**config.mk**
```make
export PLATFORM = sky130hd
export DESIGN_NAME = muldiv_unit
export DESIGN_NICKNAME = d
export VERILOG_FILES = /design/src/rtl/muldiv_pkg.sv /design/src/rtl/muldiv_unit_cond_negate.sv /design/src/rtl/muldiv_unit.sv
export SDC_FILE = /design/constraint.sdc
export NUM_CORES = 1
export LEC_CHECK = 0
export ABC_CLOCK_PERIOD_IN_PS = 8600
export BUFFER_PORTS_ARGS = -buffer_cell sky130_fd_sc_hd__clkbuf_2
export CORE_AREA = 5 5 251 253
export CTS_BUF_LIST = sky130_fd_sc_hd__clkbuf_4
export DETAILED_ROUTE_END_ITERATION = 8
export DIE_AREA = 0 0 256 258
export GPL_TIMING_DRIVEN = 0
export PLACE_DENSITY = 0.52
export SYNTH_ARGS = -nofsm -noshare
export SYNTH_HDL_FRONTEND = slang
export SYNTH_SLANG_ARGS = --single-unit
```
**constraint.sdc**
```tcl
create_clock -name clk -period 8.6 [get_ports clk]
set_input_delay 0.43 -clock clk [delete_from_list [all_inputs] [get_ports clk]]
set_output_delay 0.43 -clock clk [all_outputs]
set_load 0.02 [all_outputs]
```
**src/rtl/muldiv_pkg.sv**
```systemverilog
// Shared definitions for the iterative multiply/divide unit:
// operation encodings and FSM states.
package muldiv_pkg;

  localparam logic [1:0] OP_MULTU = 2'd0;
  localparam logic [1:0] OP_MULT  = 2'd1;
  localparam logic [1:0] OP_DIVU  = 2'd2;
  localparam logic [1:0] OP_DIV   = 2'd3;

  typedef enum logic [1:0] {
    S_IDLE,
    S_PREP,
    S_RUN,
    S_FIX
  } state_t;

endpackage

```
**src/rtl/muldiv_unit_cond_negate.sv**
```systemverilog
// Conditional two's-complement negation: o_y = i_neg ? -i_x : i_x.
module cond_negate #(
  parameter int WIDTH = 32
) (
  input  logic [WIDTH-1:0] i_x,
  input  logic             i_neg,
  output logic [WIDTH-1:0] o_y
);

  assign o_y = i_neg ? ({WIDTH{1'b0}} - i_x) : i_x;

endmodule

```
**src/rtl/muldiv_unit.sv**
```systemverilog
// Iterative MULT/MULTU/DIV/DIVU unit with architectural HI/LO registers
// and a start/busy/done handshake for the pipeline control.
module muldiv_unit
  import muldiv_pkg::*;
#(
  parameter int WIDTH = 32
) (
  input  logic             clk,
  input  logic             rst_n,
  input  logic             start,
  input  logic [1:0]       op,
  input  logic [WIDTH-1:0] a,
  input  logic [WIDTH-1:0] b,
  input  logic             flush,
  input  logic             hi_we,
  input  logic             lo_we,
  input  logic [WIDTH-1:0] wdata,
  output logic             busy,
  output logic             done,
  output logic             div_zero,
  output logic [WIDTH-1:0] hi,
  output logic [WIDTH-1:0] lo
);

  localparam int CNT_W = $clog2(WIDTH) + 1;
  localparam logic [CNT_W-1:0] CNT_INIT = CNT_W'(WIDTH);

  state_t r_state;
  state_t w_next;

  logic [1:0]         r_op;
  logic [WIDTH-1:0]   r_a;
  logic [WIDTH-1:0]   r_b;
  logic [WIDTH-1:0]   r_opnd;
  logic [2*WIDTH-1:0] r_acc;
  logic               r_signA;
  logic               r_signB;
  logic [CNT_W-1:0]   r_cnt;
  logic [WIDTH-1:0]   r_hi;
  logic [WIDTH-1:0]   r_lo;
  logic               r_done;
  logic               r_divZero;

  logic               w_isSigned;
  logic               w_isDiv;
  logic               w_accept;
  logic               w_negA;
  logic               w_negB;
  logic [WIDTH-1:0]   w_magA;
  logic [WIDTH-1:0]   w_magB;
  logic [WIDTH:0]     w_mulSum;
  logic [WIDTH:0]     w_divShift;
  logic               w_divGe;
  logic [WIDTH:0]     w_divRem;
  logic [2*WIDTH-1:0] w_step;
  logic [2*WIDTH-1:0] w_fixIn;
  logic [2*WIDTH-1:0] w_fixOut;
  logic               w_fixNeg;
  logic               w_remNeg;
  logic [WIDTH-1:0]   w_remOut;
  logic               w_bZero;

  assign w_isSigned = (r_op == OP_MULT) || (r_op == OP_DIV);
  assign w_isDiv    = (r_op == OP_DIVU) || (r_op == OP_DIV);
  assign w_accept   = (r_state == S_IDLE) && start && !flush;
  assign w_negA     = w_isSigned & r_a[WIDTH-1];
  assign w_negB     = w_isSigned & r_b[WIDTH-1];

  cond_negate #(.WIDTH(WIDTH)) u_magA (.i_x(r_a), .i_neg(w_negA), .o_y(w_magA));
  cond_negate #(.WIDTH(WIDTH)) u_magB (.i_x(r_b), .i_neg(w_negB), .o_y(w_magB));

  // r_acc holds {partial product, multiplier} for multiply and
  // {partial remainder, dividend/quotient} for divide.
  assign w_mulSum   = {1'b0, r_acc[2*WIDTH-1:WIDTH]} + (r_acc[0] ? {1'b0, r_opnd} : {(WIDTH+1){1'b0}});
  assign w_divShift = {r_acc[2*WIDTH-1:WIDTH], r_acc[WIDTH-1]};
  assign w_divGe    = (w_divShift >= {1'b0, r_opnd});
  assign w_divRem   = w_divGe ? (w_divShift - {1'b0, r_opnd}) : w_divShift;
  assign w_step     = w_isDiv ? {w_divRem[WIDTH-1:0], r_acc[WIDTH-2:0], w_divGe}
                              : {w_mulSum, r_acc[WIDTH-1:1]};

  assign w_fixIn  = w_isDiv ? {{WIDTH{1'b0}}, r_acc[WIDTH-1:0]} : r_acc;
  assign w_fixNeg = w_isSigned & (r_signA ^ r_signB);
  assign w_remNeg = w_isSigned & r_signA;
  assign w_bZero  = w_isDiv && (r_b == {WIDTH{1'b0}});

  cond_negate #(.WIDTH(2*WIDTH)) u_fixProd (.i_x(w_fixIn), .i_neg(w_fixNeg), .o_y(w_fixOut));
  cond_negate #(.WIDTH(WIDTH)) u_fixRem (.i_x(r_acc[2*WIDTH-1:WIDTH]), .i_neg(w_remNeg), .o_y(w_remOut));

  always_ff @(posedge clk or negedge rst_n) begin
    if (!rst_n) r_state <= S_IDLE;
    else        r_state <= w_next;
  end

  // flush overrides everything, including a start in IDLE.
  always_comb begin
    w_next = r_state;
    if (flush) begin
      w_next = S_IDLE;
    end else begin
      case (r_state)
        S_IDLE:  if (start) w_next = S_PREP;
        S_PREP:  w_next = S_RUN;
        S_RUN:   if (r_cnt == CNT_W'(1)) w_next = S_FIX;
        S_FIX:   w_next = S_IDLE;
        default: w_next = S_IDLE;
      endcase
    end
  end

  always_ff @(posedge clk or negedge rst_n) begin
    if (!rst_n) begin
      r_op      <= 2'd0;
      r_a       <= '0;
      r_b       <= '0;
      r_opnd    <= '0;
      r_acc     <= '0;
      r_signA   <= 1'b0;
      r_signB   <= 1'b0;
      r_cnt     <= '0;
      r_hi      <= '0;
      r_lo      <= '0;
      r_done    <= 1'b0;
      r_divZero <= 1'b0;
    end else begin
      r_done <= 1'b0;
      case (r_state)
        S_IDLE: begin
          if (hi_we) r_hi <= wdata;
          if (lo_we) r_lo <= wdata;
          if (w_accept) begin
            r_op      <= op;
            r_a       <= a;
            r_b       <= b;
            r_divZero <= 1'b0;
          end
        end
        S_PREP: if (!flush) begin
          r_signA <= w_negA;
          r_signB <= w_negB;
          r_opnd  <= w_isDiv ? w_magB : w_magA;
          r_acc   <= {{WIDTH{1'b0}}, (w_isDiv ? w_magA : w_magB)};
          r_cnt   <= CNT_INIT;
        end
        S_RUN: if (!flush) begin
          r_acc <= w_step;
          r_cnt <= r_cnt - CNT_W'(1);
        end
        S_FIX: if (!flush) begin
          r_done <= 1'b1;
          if (w_bZero) begin
            r_hi      <= r_a;
            r_lo      <= '1;
            r_divZero <= 1'b1;
          end else if (w_isDiv) begin
            r_hi <= w_remOut;
            r_lo <= w_fixOut[WIDTH-1:0];
          end else begin
            r_hi <= w_fixOut[2*WIDTH-1:WIDTH];
            r_lo <= w_fixOut[WIDTH-1:0];
          end
        end
        default: ;
      endcase
    end
  end

  assign busy     = (r_state != S_IDLE);
  assign done     = r_done;
  assign div_zero = r_divZero;
  assign hi       = r_hi;
  assign lo       = r_lo;

endmodule

```
==> metrics.txt <==
top layer in use met4; Hold Crit Class primary input to register; Hold Violations, Final 0; Max IR drop VDD 166 uV; Clk pwr share 0.115; routed len/inst 23.7 um; TritonRoute pass-1 iters 6; Setup Skew 0.0609 ns; Clock Latency Late Sink 0.84 ns; CTS buffer count 71; global-route wire length before repair 117 mm; Psw 5470 uW; Yosys cell types 79; startpoint types register; CP peak stage delay 0.65 ns; Critical Path, Cell by Cell inv_1, clkbuf_1, ha_1, or3b_2, nor4_2, nand4_2, nor4_1, a21oi_1, a21oi_1, xnor2_1, o21ai_1, a221o_1; CP max stage cell clkbuf_1; worst-path fanout max 10; CTS H-tree depth 3; Internal Pwr Total 4600 uW; post-synth top area cell dfrtp_1; vias in the first global route 18,100; cells after synthesis 2,127; DR WL met3 7.55 mm; Reg clk slew, reported paths 0.06 ns; residual overflow from global routing 0; switching share of power 0.543; overall power 10,100 uW; Seq cells post-synth 238; max-slew violation count 0; fin nets 2,647; share of cells above drive strength 1 0.162; TritonCTS clock tree yes; Synth top area share 0.332; RePlAce Congestion 0.971; total track usage 0.230; Logic pwr share 0.638; antenna violations before repair 5; sequential power share 0.247; yosys warns 0; WP data required 9.26 ns; DIE AREA 66,000 sq um; post-CTS sizing 0; CP most frequent cell a21oi_1; register area share after synthesis 0.332; Die W 256 um; drt drc 0; # IOs 171; synth top area cells dfrtp_1 (33%), o21ai_0 (5.6%), ha_1 (5.2%); metal2 WL 34.3 mm; final period utilization 0.561; Area Growth Syn to Fin 21.0%; ys flop type dfrtp_1; final design utilization 0.357; Mapped Avg Cell Area 8.44 sq um; Die Span Y 258 um; setup TNS 0 ns; Post-DP HPWL 62.0 mm; Initial Util 0.295; DR vias 18,400; Sink Count 238; crit path kind register to register; standard-cell rows 91; Peak Freq 207 MHz; min Tclk post-route 4.82 ns; DR iter-0 viols 1,915; core area 60,800 sq um; element type at the critical path end register; max_cap viols 0; CTS Root Cell clkbuf_4; ANT nets after route 0; Synthesized Nets 2,308; Clock Path Buffers 3; Async SR Flop Fraction 1.00; outcome completed; PD cells 464 nW/um^2; Slew Limit Headroom 0.183; Leakage 0.00948 uW; IO buf count 170; EDFF count, synth 0; drt total wl 78.7 mm; Via density 5.56; RSZ-0062 raised after global routing no; DRT met1 WL 34.0 mm; Setup violations, final 0; Worst-Margin Slew 1.22 ns; synthesized cell area 17,900 sq um; Worst Path Arrival 5.48 ns; largest net degree at the start of global routing 101
metrics by stage:
stage	hold WS, ns	setup slack [ns]	cells	cell area (sq um)
2_1_floorplan	0.134	5.42	2127	17900
3_3_place_gp	0.465	1.92	3087	19800
3_5_place_dp	0.430	4.02	3089	19900
4_1_cts	0.00918	3.96	3307	21700
5_1_grt	0.00894	3.64	3313	21700
6_report	0.0577	3.78	3315	21700
cell families after synthesis:
family / after synthesis / share of synthesized area
adders and majority gates: 77 / 0.0545
muxes: 136 / 0.0947
DFF: 238 / 0.332
xor gates and xnor gates: 174 / 0.0853
AOI/OAI and AO/OA: 601 / 0.205
buffers and inverters: 197 / 0.0422
and+or+nand+nor: 704 / 0.186
layer usage:
| layer | global-route usage | vias to the layer above |
|---|---|---|
| met5 | 0 | - |
| met4 | 0.0820 | 0 |
| met3 | 0.0655 | 155 |
| met2 | 0.350 | 849 |
| met1 | 0.315 | 9027 |
| li1 | - | 8405 |
layout by cell type, fill, tap and decap left out, drive strengths merged, types with 71 or more instances in the layout:
cell	count
nand2	231
nor2	220
xnor2	88
a21oi	133
dlygate4sd3	94
inv	71
ha	75
clkbuf	377
dfrtp	238
o21ai	212
xor2	86
worst max-delay path: cells and delay by family (launching register included):
kind	cells	cell delay, ns
adder cells (fa/ha/maj)	1	0.31
buffers and inverters	2	0.98
AO/OA/AOI/OAI	4	1.02
XOR/XNOR	1	0.18
flip-flops	1	0.52
AND/OR/NAND/NOR	4	1.66
path summary, 6_finish.rpt:
path | slack (ns) | to | from | cells after the start
max | 3.78 | hi[30] | r_acc[0] | 12
min | 0.06 | lo[2] | wdata[2] | 3
max reg2reg | 3.78 | hi[30] | r_acc[0] | 12
min reg2reg | 0.48 | r_opnd[12] | r_opnd[12] | 2
max in group asynchronous | 7.07 | r_b[26] | rst_n | 4
min in group asynchronous | 0.15 | lo[16] | rst_n | 2
power by group through the flow:
stage                     Combinational (uW)  Clock (uW)  Sequential [uW]
after global routing                    6950        1250             2530
after floorplan                         4180           0             2280
after global placement                  6230           0             2450
after detailed placement                6260           0             2470
final                                   6430        1160             2490
after CTS                               6330        1190             2450
what timing repair did:
item | in CTS | in global routing
setup buffers | 0 | 0
endpoints found under the hold margin | 152 | 0
hold buffers | 94 | 0
area by class of cell:
class / instances / area, sq um
Antenna cell: 8 / 20.0
Buffer: 127 / 494
Fill cell: 6414 / 39100
Clock buffer: 101 / 758
Clock inverter: 23 / 149
Sequential cell: 238 / 5960
Timing Repair Buffer: 266 / 1860
Inverter: 70 / 263
Multi-Input combinational cell: 1692 / 11200
Tap cell: 790 / 988
flip-flops by register name, summed over array words and instances (netlist names):
name	count
r_op	2
r_b	32
r_a	32
r_cnt	6
r_state	2
r_signA	1
r_signB	1
r_acc	64
done	1
hi	32
r_opnd	32
lo	32
div_zero	1
synthesized netlist by cell type, drive strengths merged (26+ instances only):
cell type / n
nand2: 231
o22ai: 26
a21oi: 133
or3: 29
xor2: 86
a31oi: 39
clkbuf: 106
a21o: 32
nand3: 39
xnor2: 88
o21ai: 212
nor4: 32
ha: 75
mux2i: 46
mux2: 70
dfrtp: 238
nor2: 220
nor3: 38
inv: 70
Note: power is estimated with default switching activity, not from simulation.
